===== src/rtl/dmem_port_if.sv =====
// Memory-side bus of the data-memory port: request/address/data out, ack/read data back.
// The master modport is the pipeline port and the slave modport is the memory.
interface dmem_port_if;
  logic        mem_req;
  logic        mem_we;
  logic [31:0] mem_addr;
  logic [31:0] mem_wdata;
  logic [3:0]  mem_be;
  logic        mem_ack;
  logic [31:0] mem_rdata;

  modport master (
    output mem_req, mem_we, mem_addr, mem_wdata, mem_be,
    input  mem_ack, mem_rdata
  );

  modport slave (
    input  mem_req, mem_we, mem_addr, mem_wdata, mem_be,
    output mem_ack, mem_rdata
  );
endinterface


===== src/rtl/dmem_port.sv =====
// MEM-stage data-memory port: lane steering for stores, extension for loads, pipeline
// stall while the memory answers, misalignment detection and an ack timeout.
module dmem_port #(
  parameter int unsigned TIMEOUT = 255
) (
  input  logic        clk,
  input  logic        reset,
  input  logic        memreqM,
  input  logic        memwriteM,
  input  logic [31:0] addrM,
  input  logic [31:0] wdataM,
  input  logic [1:0]  swhbM,
  input  logic [1:0]  lwhbM,
  input  logic        luM,
  output logic [31:0] rdataM,
  output logic        stallM,
  output logic        misalignM,
  output logic        buserrM,
  dmem_port_if.master mem
);

  typedef enum logic [1:0] {IDLE, WAIT, DONE} state_t;

  localparam logic [7:0] TIMEOUT_CNT = 8'(TIMEOUT);

  state_t      state_q, state_d;
  logic [7:0]  cnt_q, cnt_d;
  logic [31:0] cap_q, cap_d;
  logic [31:0] hold_q, hold_d;
  logic [31:0] addr_q, addr_d;
  logic [31:0] wdata_q, wdata_d;
  logic [3:0]  be_q, be_d;
  logic [1:0]  size_q, size_d;
  logic        lu_q, lu_d;
  logic        we_q, we_d;

  logic [1:0]  size_in;
  logic        valid_in;
  logic        misal_in;
  logic [3:0]  be_in;
  logic [31:0] wdata_in;
  logic [7:0]  lane_b;
  logic [15:0] lane_h;
  logic [31:0] load_val;

  always_comb begin
    size_in  = memwriteM ? swhbM : lwhbM;
    valid_in = memreqM && (size_in != 2'b00);
    misal_in = ((size_in == 2'b10) && addrM[0]) ||
               ((size_in == 2'b11) && (addrM[1:0] != 2'b00));
    be_in    = 4'b0000;
    wdata_in = wdataM;
    case (size_in)
      2'b01: begin
        be_in    = 4'b0001 << addrM[1:0];
        wdata_in = {4{wdataM[7:0]}};
      end
      2'b10: begin
        be_in    = addrM[1] ? 4'b1100 : 4'b0011;
        wdata_in = {2{wdataM[15:0]}};
      end
      2'b11:   be_in = 4'b1111;
      default: be_in = 4'b0000;
    endcase
    if (!memwriteM) be_in = 4'b0000;
  end

  // Load lane selection works from the offset registered at request time.
  always_comb begin
    lane_b = cap_q[{addr_q[1:0], 3'b000} +: 8];
    lane_h = addr_q[1] ? cap_q[31:16] : cap_q[15:0];
    case (size_q)
      2'b01:   load_val = lu_q ? {24'b0, lane_b} : {{24{lane_b[7]}}, lane_b};
      2'b10:   load_val = lu_q ? {16'b0, lane_h} : {{16{lane_h[15]}}, lane_h};
      default: load_val = cap_q;
    endcase
  end

  always_comb begin
    state_d       = state_q;
    cnt_d         = cnt_q;
    cap_d         = cap_q;
    hold_d        = hold_q;
    addr_d        = addr_q;
    wdata_d       = wdata_q;
    be_d          = be_q;
    size_d        = size_q;
    lu_d          = lu_q;
    we_d          = we_q;
    stallM        = 1'b0;
    misalignM     = 1'b0;
    buserrM       = 1'b0;
    rdataM        = hold_q;
    mem.mem_req   = 1'b0;
    mem.mem_we    = we_q;
    mem.mem_addr  = {addr_q[31:2], 2'b00};
    mem.mem_be    = be_q;
    mem.mem_wdata = wdata_q;

    case (state_q)
      IDLE: begin
        if (valid_in && misal_in) begin
          misalignM = 1'b1;
        end else if (valid_in) begin
          stallM        = 1'b1;
          mem.mem_req   = 1'b1;
          mem.mem_we    = memwriteM;
          mem.mem_addr  = {addrM[31:2], 2'b00};
          mem.mem_be    = be_in;
          mem.mem_wdata = wdata_in;
          addr_d        = addrM;
          wdata_d       = wdata_in;
          be_d          = be_in;
          size_d        = size_in;
          lu_d          = luM;
          we_d          = memwriteM;
          cnt_d         = 8'd0;
          state_d       = WAIT;
        end
      end
      WAIT: begin
        stallM      = 1'b1;
        mem.mem_req = 1'b1;
        if (mem.mem_ack) begin
          cap_d   = mem.mem_rdata;
          state_d = DONE;
        end else if (cnt_q == TIMEOUT_CNT) begin
          buserrM     = 1'b1;
          mem.mem_req = 1'b0;
          cap_d       = 32'd0;
          state_d     = DONE;
        end else begin
          cnt_d = cnt_q + 8'd1;
        end
      end
      DONE: begin
        if (!we_q) begin
          rdataM = load_val;
          hold_d = load_val;
        end
        state_d = IDLE;
      end
      default: state_d = IDLE;
    endcase

    // Outputs are forced quiet while reset is held, even before the edge lands.
    if (reset) begin
      stallM        = 1'b0;
      misalignM     = 1'b0;
      buserrM       = 1'b0;
      rdataM        = 32'd0;
      mem.mem_req   = 1'b0;
      mem.mem_we    = 1'b0;
      mem.mem_addr  = 32'd0;
      mem.mem_be    = 4'd0;
      mem.mem_wdata = 32'd0;
    end
  end

  always_ff @(posedge clk) begin
    if (reset) begin
      state_q <= IDLE;
      cnt_q   <= 8'd0;
      cap_q   <= 32'd0;
      hold_q  <= 32'd0;
      addr_q  <= 32'd0;
      wdata_q <= 32'd0;
      be_q    <= 4'd0;
      size_q  <= 2'd0;
      lu_q    <= 1'b0;
      we_q    <= 1'b0;
    end else begin
      state_q <= state_d;
      cnt_q   <= cnt_d;
      cap_q   <= cap_d;
      hold_q  <= hold_d;
      addr_q  <= addr_d;
      wdata_q <= wdata_d;
      be_q    <= be_d;
      size_q  <= size_d;
      lu_q    <= lu_d;
      we_q    <= we_d;
    end
  end

endmodule


===== src/flat_wrapper.sv =====
// flat-port wrapper written by rule: the top's interface ports become plain ports
module dmem_port_flat 
#(
  parameter int unsigned TIMEOUT = 255
)
  (clk, reset, memreqM, memwriteM, addrM, wdataM, swhbM, lwhbM, luM, rdataM, stallM, misalignM, buserrM, mem_mem_req, mem_mem_we, mem_mem_addr, mem_mem_wdata, mem_mem_be, mem_mem_ack, mem_mem_rdata);
  dmem_port_if mem_i ();
  input  logic clk;
  input  logic reset;
  input  logic memreqM;
  input  logic memwriteM;
  input  logic [31:0] addrM;
  input  logic [31:0] wdataM;
  input  logic [1:0] swhbM;
  input  logic [1:0] lwhbM;
  input  logic luM;
  output logic [31:0] rdataM;
  output logic stallM;
  output logic misalignM;
  output logic buserrM;
  output wire logic [$bits(mem_i.mem_req)-1:0] mem_mem_req;
  output wire logic [$bits(mem_i.mem_we)-1:0] mem_mem_we;
  output wire logic [$bits(mem_i.mem_addr)-1:0] mem_mem_addr;
  output wire logic [$bits(mem_i.mem_wdata)-1:0] mem_mem_wdata;
  output wire logic [$bits(mem_i.mem_be)-1:0] mem_mem_be;
  input wire logic [$bits(mem_i.mem_ack)-1:0] mem_mem_ack;
  input wire logic [$bits(mem_i.mem_rdata)-1:0] mem_mem_rdata;
  assign mem_mem_req = mem_i.mem_req;
  assign mem_mem_we = mem_i.mem_we;
  assign mem_mem_addr = mem_i.mem_addr;
  assign mem_mem_wdata = mem_i.mem_wdata;
  assign mem_mem_be = mem_i.mem_be;
  assign mem_i.mem_ack = mem_mem_ack;
  assign mem_i.mem_rdata = mem_mem_rdata;
  dmem_port #(.TIMEOUT(TIMEOUT)) u_core (.clk(clk), .reset(reset), .memreqM(memreqM), .memwriteM(memwriteM), .addrM(addrM), .wdataM(wdataM), .swhbM(swhbM), .lwhbM(lwhbM), .luM(luM), .rdataM(rdataM), .stallM(stallM), .misalignM(misalignM), .buserrM(buserrM), .mem(mem_i));
endmodule

===== config.mk =====
export PLATFORM = sky130hd
export DESIGN_NAME = dmem_port_flat
export DESIGN_NICKNAME = d
export VERILOG_FILES = /design/src/rtl/dmem_port_if.sv /design/src/rtl/dmem_port.sv /design/src/flat_wrapper.sv
export SDC_FILE = /design/constraint.sdc
export NUM_CORES = 1
export LEC_CHECK = 0
export BUFFER_PORTS_ARGS = -buffer_cell sky130_fd_sc_hd__buf_2
export CORE_UTILIZATION = 54
export DETAILED_ROUTE_END_ITERATION = 10
export GPL_TIMING_DRIVEN = 0
export PLACE_DENSITY = 0.85
export SYNTH_ARGS = -nofsm -noshare
export SYNTH_HDL_FRONTEND = slang
export SYNTH_SLANG_ARGS = --single-unit

===== constraint.sdc =====
create_clock -name clk -period 5.1 [get_ports clk]
set_input_delay 0.255 -clock clk [delete_from_list [all_inputs] [get_ports clk]]
set_output_delay 0.255 -clock clk [all_outputs]
set_load 0.01 [all_outputs]

[After elaboration in Yosys (flattened, before gate mapping)]
Index checks and enable logic that the tools add are counted.
Cells by class
  $add $sub $neg: 1
  eq/ne operators: 13
  shifts and indexed selects: 2
  mux-type cells: 55
  bitwise logic cells: 1
  reductions and logical operators: 14
Operators with widths (number)
  $mux 32: 15
  $pmux 32 s2: 2
  $mux 8: 4
  $shiftx 32x6->8: 1
  $mux 4: 6
  $mux 1: 17
  $mux 16: 1
  $pmux 8 s2: 1
  $pmux 4 s3: 1
  $mux 2: 5
  $add 8x1->8 const B: 1
  $eq 2x2->1 const B: 4
  $eq 8x8->1 const B: 1
  $reduce_bool 2->1: 4
  $eq 2x1->1 const B: 3
  $ne 2x2->1 const B: 3
  $reduce_and 3->1: 2
  $reduce_and 5->1: 1
  $logic_and 1x1->1: 4
  $pmux 1 s2: 2
  $pmux 2 s2: 1
  $shl 1x2->4 const A: 1
  $ne 3x2->1 const B: 1
  $logic_not 2->1: 1
  4 further kinds: 4
Word-level totals
  register bits after elaboration: 146
  input port bits: 106
  output and inout port bits: 105
  logic and storage cells: 96

[Depth between registers and ports, before layout]
Gate-level depths: netlist of the first run.
  depth after elaboration: 8
  gate-level depth with buffers: 10
  depth with buffers taken out: 7

[Least setup slack after synthesis of the first run]
No wires, ideal clock.
  path type: input -> output
  from: input port memwriteM
  to: output port mem_mem_wdata[18]
  arrival time: 2.327 ns
  required time: 4.845 ns
  setup slack: 2.518 ns
  stages: 10
  path buffers: 3
  cell sequence: clkbuf_1 -> mux2i_1 -> inv_1 -> ha_1 -> o21ai_0 -> and3_1 -> buf_2 -> buf_2 -> nor2_1 -> nor3_1
On the way
  longest elaborated chain between the ends: 8
  elaborated cells between the ends (all ways): 15
  those cells by class: eq/ne (3); mux (6); reduce/logical (6)
Ends and longest elaborated chain
  from (decl): line flat_wrapper.sv:11  | input logic memwriteM;
  $mux 2 (*): line dmem_port.sv:47  | size_in = memwriteM ? swhbM : lwhbM;
  named net u_core.size_in[0]: line dmem_port.sv:37  | logic [1:0] size_in;
  parallel branches: the longest is 4 deep, another holds $pmux 32 s2
  $mux 32 (*) (3 in series)
  to (decl): line flat_wrapper.sv:24  | output wire logic [$bits(mem_i.mem_wdata)-1:0] mem_mem_wdata;
Mark *: on every way through the listed nets, which the timed path passes.

[Worst setup path in the final report of the first run]
  from: input port memwriteM
  to: output port mem_mem_wdata[21]
Same word-level chain as after synthesis.

==> results of run 1 <==
[state kept, by name, summed over array words and instances, names as in the netlist]
signal / count
u_core.lu_q: 1
u_core.wdata_q: 32
u_core.state_q: 2
u_core.cap_q: 32
u_core.size_q: 2
u_core.be_q: 4
u_core.we_q: 1
u_core.cnt_q: 8
u_core.hold_q: 32
u_core.addr_q: 32
[critical path: stages]
cell	delay [ns]
clkbuf_1	0.26
mux2i_1	0.45
inv_1	0.13
ha_1	0.29
o21ai_0	0.27
and3_1	0.21
buf_2	0.25
buf_2	0.28
nor2_1	0.06
nor3_1	0.40
buf_2	0.22
[cell usage in the layout, fill, tap and decap left out, drive strengths merged, types with 3 or more instances in the layout]
cell and instances:
nand4 5, dfxtp 146, clkbuf 65, o31ai 3, a21o 8, clkinv 7, nand2 141, a22oi 8
a31oi 9, a221o 16, nand3 3, a311oi 8, mux2 9, ha 7, nor2b 11, a22o 32
a21oi 103, o211ai 29, a32o 7, and3 3, and2 3, or4 3, nor3 9, buf 223
o21ai 22, nand2b 8, inv 7, nor2 16
[routing by layer]
metal,vias to the layer above,global-route usage,routed length (um)
met4,0,0.1187,463
met2,334,0.5226,8594
li1,2988,-,-
met3,43,0.09042,1553
met5,-,0,0
met1,2874,0.3869,7430
[how the worst min path moves through the flow]
stage,end,start,slack [ns]
final,u_core.cap_q[17],mem_mem_rdata[17],0.04
after global routing,u_core.cap_q[25],mem_mem_rdata[25],0.04
after CTS,u_core.cap_q[10],mem_mem_rdata[10],0.04
after detailed placement,u_core.wdata_q[13],u_core.wdata_q[13],0.44
after global placement,u_core.wdata_q[29],u_core.wdata_q[29],0.44
after floorplan,u_core.cap_q[0],mem_mem_rdata[0],0.38
[stage by stage]
step | instances | utilization
detailed placement | 1050 | 0.6717
floorplan | 703 | -
global route | 1082 | 0.7228
finish | 1082 | 0.7228
global placement | 1050 | 0.6717
CTS | 1082 | 0.7228
[cell type report]
| class | instances | area (um2) | area share |
|---|---|---|---|
| inverter | 7 | 26.28 | 0.003324 |
| buffer | 59 | 247.7 | 0.03134 |
| clock buffer | 22 | 474.2 | 0.06000 |
| sequential | 146 | 2923 | 0.3698 |
| multi-input combinational | 491 | 2938 | 0.3717 |
| tap | 140 | 175.2 | 0.02216 |
| clock inverter | 10 | 83.83 | 0.01061 |
| timing repair buffer | 207 | 1036 | 0.1311 |
[cell usage after synthesis (all sizes together), types with 3 or more instances]
| cell | instances | area, um2 |
|---|---|---|
| nand3 | 3 | 15.01 |
| dfxtp | 146 | 2923 |
| and2 | 3 | 18.77 |
| a22oi | 8 | 60.06 |
| a22o | 32 | 280.3 |
| a21o | 8 | 60.06 |
| buf | 16 | 86.32 |
| a21oi | 103 | 515.5 |
| o31ai | 3 | 22.52 |
| a311oi | 8 | 70.07 |
| inv | 7 | 26.28 |
| o21ai | 22 | 110.1 |
| a31oi | 9 | 71.32 |
| or4 | 3 | 26.27 |
| nor3 | 9 | 45.04 |
| nand2b | 8 | 50.05 |
| o211ai | 29 | 217.7 |
| nand2 | 141 | 529.3 |
| clkbuf | 43 | 161.4 |
| nand4 | 5 | 31.28 |
| nor2 | 16 | 60.06 |
| and3 | 3 | 18.77 |
| ha | 7 | 87.58 |
| mux2 | 9 | 101.4 |
| a32o | 7 | 70.07 |
| nor2b | 11 | 68.82 |
| a221o | 16 | 172.7 |
[cell families after synthesis]
kind of cell,share of synthesized area
other cells,0.0006117
mux,0.01980
compound gates,0.2827
xor+xnor,0.002858
buf+inv,0.04469
simple gates,0.1584
flops,0.4767
fa+ha+maj,0.01429
[power groups by stage]
stage | Clock (uW) | Sequential [uW] | Combinational (uW)
floorplan | 0 | 1240 | 258
global route | 1230 | 1220 | 469
detailed placement | 0 | 1240 | 417
global placement | 0 | 1240 | 413
finish | 1170 | 1220 | 427
CTS | 1180 | 1220 | 422
==> qor.csv, run 1 <==
stage;metric;value;unit
run_status;status;completed;
routing;wl_per_cell;16.67;um
routing;firstDrtPassIters;5;
routing;vias_per_cell;5.766;
sta;holdWs;0.04499;ns
cts;cts_tree;done;
finish;drive_above_1_share;0.2951;
critical_path;crit_end;mem_mem_wdata[21];
sta;worstMarginPinSlew;0.7724;ns
power_and_ir_drop;power.total;2816;uW
cts;ctsHoldBuffers;0;
finish;diodes;0;
placement;gp_congestion;0.8938;
floorplanning;core;10940;um2
critical_path;critPathLaunch;memwriteM;
grt;grt_pass1_vias;5801;
floorplanning;die-area;11780;um2
grt;antenna_found_initial;0;
placement;dpl-instance-area;7346;um2
floorplanning;core.rowCount;38;
routing;ant_nets;0;
power_and_ir_drop;ir_drop;0.2944;mV
routing;vias;6239;
sta;max_slew_margin;0.4811;
grt;overflow;0;
cts;htree_num_levels;4;
sta;max_freq;0.2998;GHz
synth;yosys_warnings;0;
sta;setup_viol;0;
critical_path;ff2ff_path_depth;6;
sta;finalHoldViolCount;0;
finish;area_delta_synth_final;28.92;%
sta;finalSetupTns;0;ns
power_and_ir_drop;seq_power_share;0.433;
critical_path;r2r_end;u_core.wdata_q[21];
synth;ys_async_sr_fraction;0;
critical_path;critPathCaptureType;output pin;
critical_path;arrival;3.08;ns
power_and_ir_drop;clock_power_share;0.415;
hold_path;hold_depth;2;
cts;clockBufferDepth;2;
sta;period_minus_slack;3.335;ns
placement;dpl.hpwl;13140;um
sta;slew_violations;0;
synth;synth_edf_count;0;
synth;syn_area;6131;um2
placement;numPortBuffers;207;
grt;grt_usage;0.3154;
cts;cts_setup_buffers;0;
placement;dpl_worst_slack;1.783;ns
floorplanning;initial_core_util;0.5606;
power_and_ir_drop;switching_power;764.9;uW
floorplanning;ioPinCount;211;
finish;stdcell_area;7904;um2
synth;synth-seq-cells;146;
routing;route.detailed.drc;0;
sta;worst_slack;1.765;ns
cts;numCtsBuffers;17;
cts;cts_sinks;146;
power_and_ir_drop;p_leak;0.003426;uW
critical_path;crit_type;in2out;
critical_path;r2r_start;u_core.state_q[0];
cts;clk_pin_slew;0.06;ns
finish;final_nets;1042;
power_and_ir_drop;swShare;0.2716;
synth;synth.avg_cell_area;8.733;um2
routing;drt-total-wl;18040;um
routing;first_iter_violations;424;
cts;cts_root_buf;clkbuf_16;
critical_path;ff2ff_setup_slack;2.91;ns
power_and_ir_drop;pwr-share-comb;0.152;
synth;synthDistinctLibCells;52;
critical_path;cp.required;4.85;ns
grt;grt_pass1_wl;28470;um
sta;final_min_period_over_clock_period;0.6539;
critical_path;path_max_fanout;10;
critical_path;start_kind;input pin;
job;maxCapViolations;0;
power_and_ir_drop;p_int;2051;uW
power_and_ir_drop;powerDensity;356.3;nW/um2
floorplanning;die_y;108.6;um
cts;cts-resized-gates;0;
finish;nFillCells;869;
grt;grt_max_degree;17;
hold_path;min_path_type;in2reg;
synth;synth-seq-area-share;0.4767;
floorplanning;die_width;108.6;um
synth;synthCells;702;
sta;fin_skew;0.01015;ns
sta;rsz0062_at_grt;false;
synth;synth_flop_cell;dfxtp_1;
cts;insertion_delay;0.42;ns
Power figures use the tool's default switching activity.
==> run 2: changes to the inputs <==
--- a/config.mk
+++ b/config.mk
@@ -6,10 +6,10 @@
 export NUM_CORES = 1
 export LEC_CHECK = 0
 export BUFFER_PORTS_ARGS = -buffer_cell sky130_fd_sc_hd__buf_2
-export CORE_UTILIZATION = 54
+export CORE_UTILIZATION = 50
 export DETAILED_ROUTE_END_ITERATION = 10
 export GPL_TIMING_DRIVEN = 0
-export PLACE_DENSITY = 0.85
+export PLACE_DENSITY = 0.8
 export SYNTH_ARGS = -nofsm -noshare
 export SYNTH_HDL_FRONTEND = slang
 export SYNTH_SLANG_ARGS = --single-unit
==> constraint.sdc (replaced) <==
create_clock -name clk -period 3.4 [get_ports clk]
set_input_delay 0.17 -clock clk [delete_from_list [all_inputs] [get_ports clk]]
set_output_delay 0.17 -clock clk [all_outputs]
set_load 0.01 [all_outputs]
==> run 2 against run 1 <==
  * Clock power up 59%
  * Register-to-register slack worse by 1.6 ns
  * Sequential share of layout area down 1.7 points
  * Setup slack worse by 1.5 ns
  * Combinational power up 58%
  * Highest routed layer unchanged
==> qor.csv, run 2 (same netlist as run 1, synthesis figures left out) <==
stage;metric;value;unit;change
grt;overflow;0;;unchanged
power_and_ir_drop;p_leak;0.003584;uW;was 0.003426 uW
routing;drt-total-wl;18960;um;was 18040 um
sta;worstMarginPinSlew;0.7641;ns;was 0.7724 ns
sta;max_slew_margin;0.4867;;was 0.4811
sta;worst_slack;0.3146;ns;was 1.765 ns
sta;final_min_period_over_clock_period;0.9075;;
finish;final_nets;1076;;was 1042
finish;drive_above_1_share;0.2851;;was 0.2951
sta;finalHoldViolCount;0;;unchanged
placement;gp_congestion;0.9080;;was 0.8938
finish;final_cell_mix;buf_2 (216), dfxtp_1 (146), nand2_1 (141);;unchanged
power_and_ir_drop;seq_power_share;0.419;;was 0.433
critical_path;path_cells;clkbuf_1, mux2i_1, ha_1, o21ai_0, nand3_1, clkbuf_1, clkbuf_1, nand2_1, a21oi_1, buf_2;;was clkbuf_1, mux2i_1, inv_1, ha_1, o21ai_0, and3_1, buf_2, buf_2, nor2_1, nor3_1, buf_2
cts;clk_pin_slew;0.06;ns;about the same
sta;slew_violations;0;;unchanged
routing;first_iter_violations;428;;was 424
power_and_ir_drop;powerDensity;526.8;nW/um2;was 356.3 nW/um2
power_and_ir_drop;switching_power;1168;uW;was 764.9 uW
critical_path;crit_type;in2out;;unchanged
floorplanning;die_width;112.7;um;was 108.6 um
sta;fin_skew;0.01057;ns;was 0.01015 ns
critical_path;cp_top_family;buffers and inverters;;unchanged
finish;layout_commonest_cell;buf_2;;unchanged
sta;finalSetupTns;0;ns;unchanged
sta;setup_viol;0;;unchanged
power_and_ir_drop;ir_drop;0.3951;mV;was 0.2944 mV
floorplanning;ioPinCount;211;;unchanged
finish;area_delta_synth_final;35.12;%;was 28.92%
sta;period_minus_slack;3.085;ns;
floorplanning;core.rowCount;40;;was 38
cts;cts_sinks;146;;unchanged
power_and_ir_drop;pwr-share-comb;0.154;;was 0.152
grt;grt_max_degree;17;;unchanged
sta;max_freq;0.3241;GHz;
sta;holdWs;0.01279;ns;was 0.04499 ns
floorplanning;core;11960;um2;was 10940 um2
cts;insertion_delay;0.43;ns;was 0.42 ns
power_and_ir_drop;power.total;4364;uW;was 2816 uW
cts;htree_num_levels;4;;unchanged
cts;cts_tree;done;;unchanged
grt;grt_pass1_wl;30330;um;was 28470 um
routing;firstDrtPassIters;5;;unchanged
critical_path;path_buf_inv;4;;was 5
grt;antenna_found_initial;0;;unchanged
routing;wl_per_cell;16.90;um;was 16.67 um
critical_path;start_kind;input pin;;unchanged
placement;dpl_worst_slack;0.3361;ns;was 1.783 ns
hold_path;min_path_type;in2reg;;unchanged
critical_path;path_common_cell;clkbuf_1;;was buf_2
floorplanning;die_y;112.7;um;was 108.6 um
critical_path;path_max_fanout;10;;unchanged
routing;route.detailed.drc;0;;unchanged
routing;ant_nets;0;;unchanged
finish;diodes;0;;unchanged
routing;vias;6305;;was 6239
critical_path;critPathCaptureType;output pin;;unchanged
placement;dpl.hpwl;13260;um;was 13140 um
power_and_ir_drop;swShare;0.2676;;was 0.2716
grt;grt_usage;0.3062;;was 0.3154
critical_path;arrival;2.92;ns;was 3.08 ns
placement;numPortBuffers;207;;unchanged
run_status;status;completed;;unchanged
critical_path;slowest_delay;0.45;ns;about the same
cts;clockBufferDepth;2;;unchanged
floorplanning;initial_core_util;0.5126;;was 0.5606
critical_path;cp_slowest_cell;mux2i_1;;unchanged
cts;numCtsBuffers;17;;unchanged
job;maxCapViolations;0;;unchanged
routing;vias_per_cell;5.619;;was 5.766
grt;grt_pass1_vias;6003;;was 5801
critical_path;cp.required;3.23;ns;was 4.85 ns
cts;cts_root_buf;clkbuf_16;;unchanged
power_and_ir_drop;p_int;3196;uW;was 2051 uW
sta;rsz0062_at_grt;false;;unchanged
power_and_ir_drop;clock_power_share;0.427;;was 0.415
floorplanning;die-area;12710;um2;was 11780 um2
==> run 2: tightest hold or removal path: stages <==
cell and delay (ns):
buf_2 0.09, nand2_1 0.07, a21oi_1 0.06
==> run 2: cell type report <==
type                    instances  area (um2)
fillers                       965        3677
inverters                       7       26.28
plain buffers                  59       247.7
multi-input cells             491        2938
repair buffers                241        1376
clock inverters                 9       105.1
clock buffers                  22       484.2
well taps                     147       183.9
flip-flops and latches        146        2923
==> run 2: metrics by stage <==
| step | utilization | cells | instance area [um2] |
|---|---|---|---|
| 2_1_floorplan | - | 703 | 6135 |
| 3_3_place_gp | 0.6149 | 1057 | 7355 |
| 3_5_place_dp | 0.6149 | 1057 | 7355 |
| 4_1_cts | 0.6926 | 1122 | 8284 |
| 5_1_grt | 0.6926 | 1122 | 8284 |
| 6_report | 0.6926 | 1122 | 8284 |
==> run 2: per-layer routing <==
layer | global-route usage | vias up | wire length (um)
met4 | 0.1413 | 0 | 641
met3 | 0.06909 | 49 | 1271
met2 | 0.5107 | 274 | 9083
met5 | 0 | - | 0
met1 | 0.3776 | 2923 | 7964
li1 | - | 3059 | -
==> run 2: worst paths after layout <==
kind / from / to / slack [ns] / depth (start not counted)
max: memwriteM / mem_mem_wdata[2] / 0.31 / 10
min: addrM[17] / u_core.addr_q[17] / 0.01 / 3
max reg2reg: u_core.state_q[1] / u_core.hold_q[22] / 1.31 / 5
min reg2reg: u_core.wdata_q[25] / u_core.wdata_q[25] / 0.45 / 2
==> run 2: power by group through the flow <==
stage | combinational [uW] | sequential (uW) | clock, uW
finish | 673 | 1830 | 1860
global route | 738 | 1830 | 1950
CTS | 663 | 1830 | 1870
detailed placement | 624 | 1860 | 0
global placement | 620 | 1860 | 0
floorplan | 387 | 1850 | 0
==> run 2: timing repair <==
| action | in CTS | in global routing |
|---|---|---|
| buffers inserted | 0 | 0 |
| endpoints found under the hold margin | 34 | 0 |
| hold buffers | 34 | 0 |
| gates resized for setup | 0 | 0 |
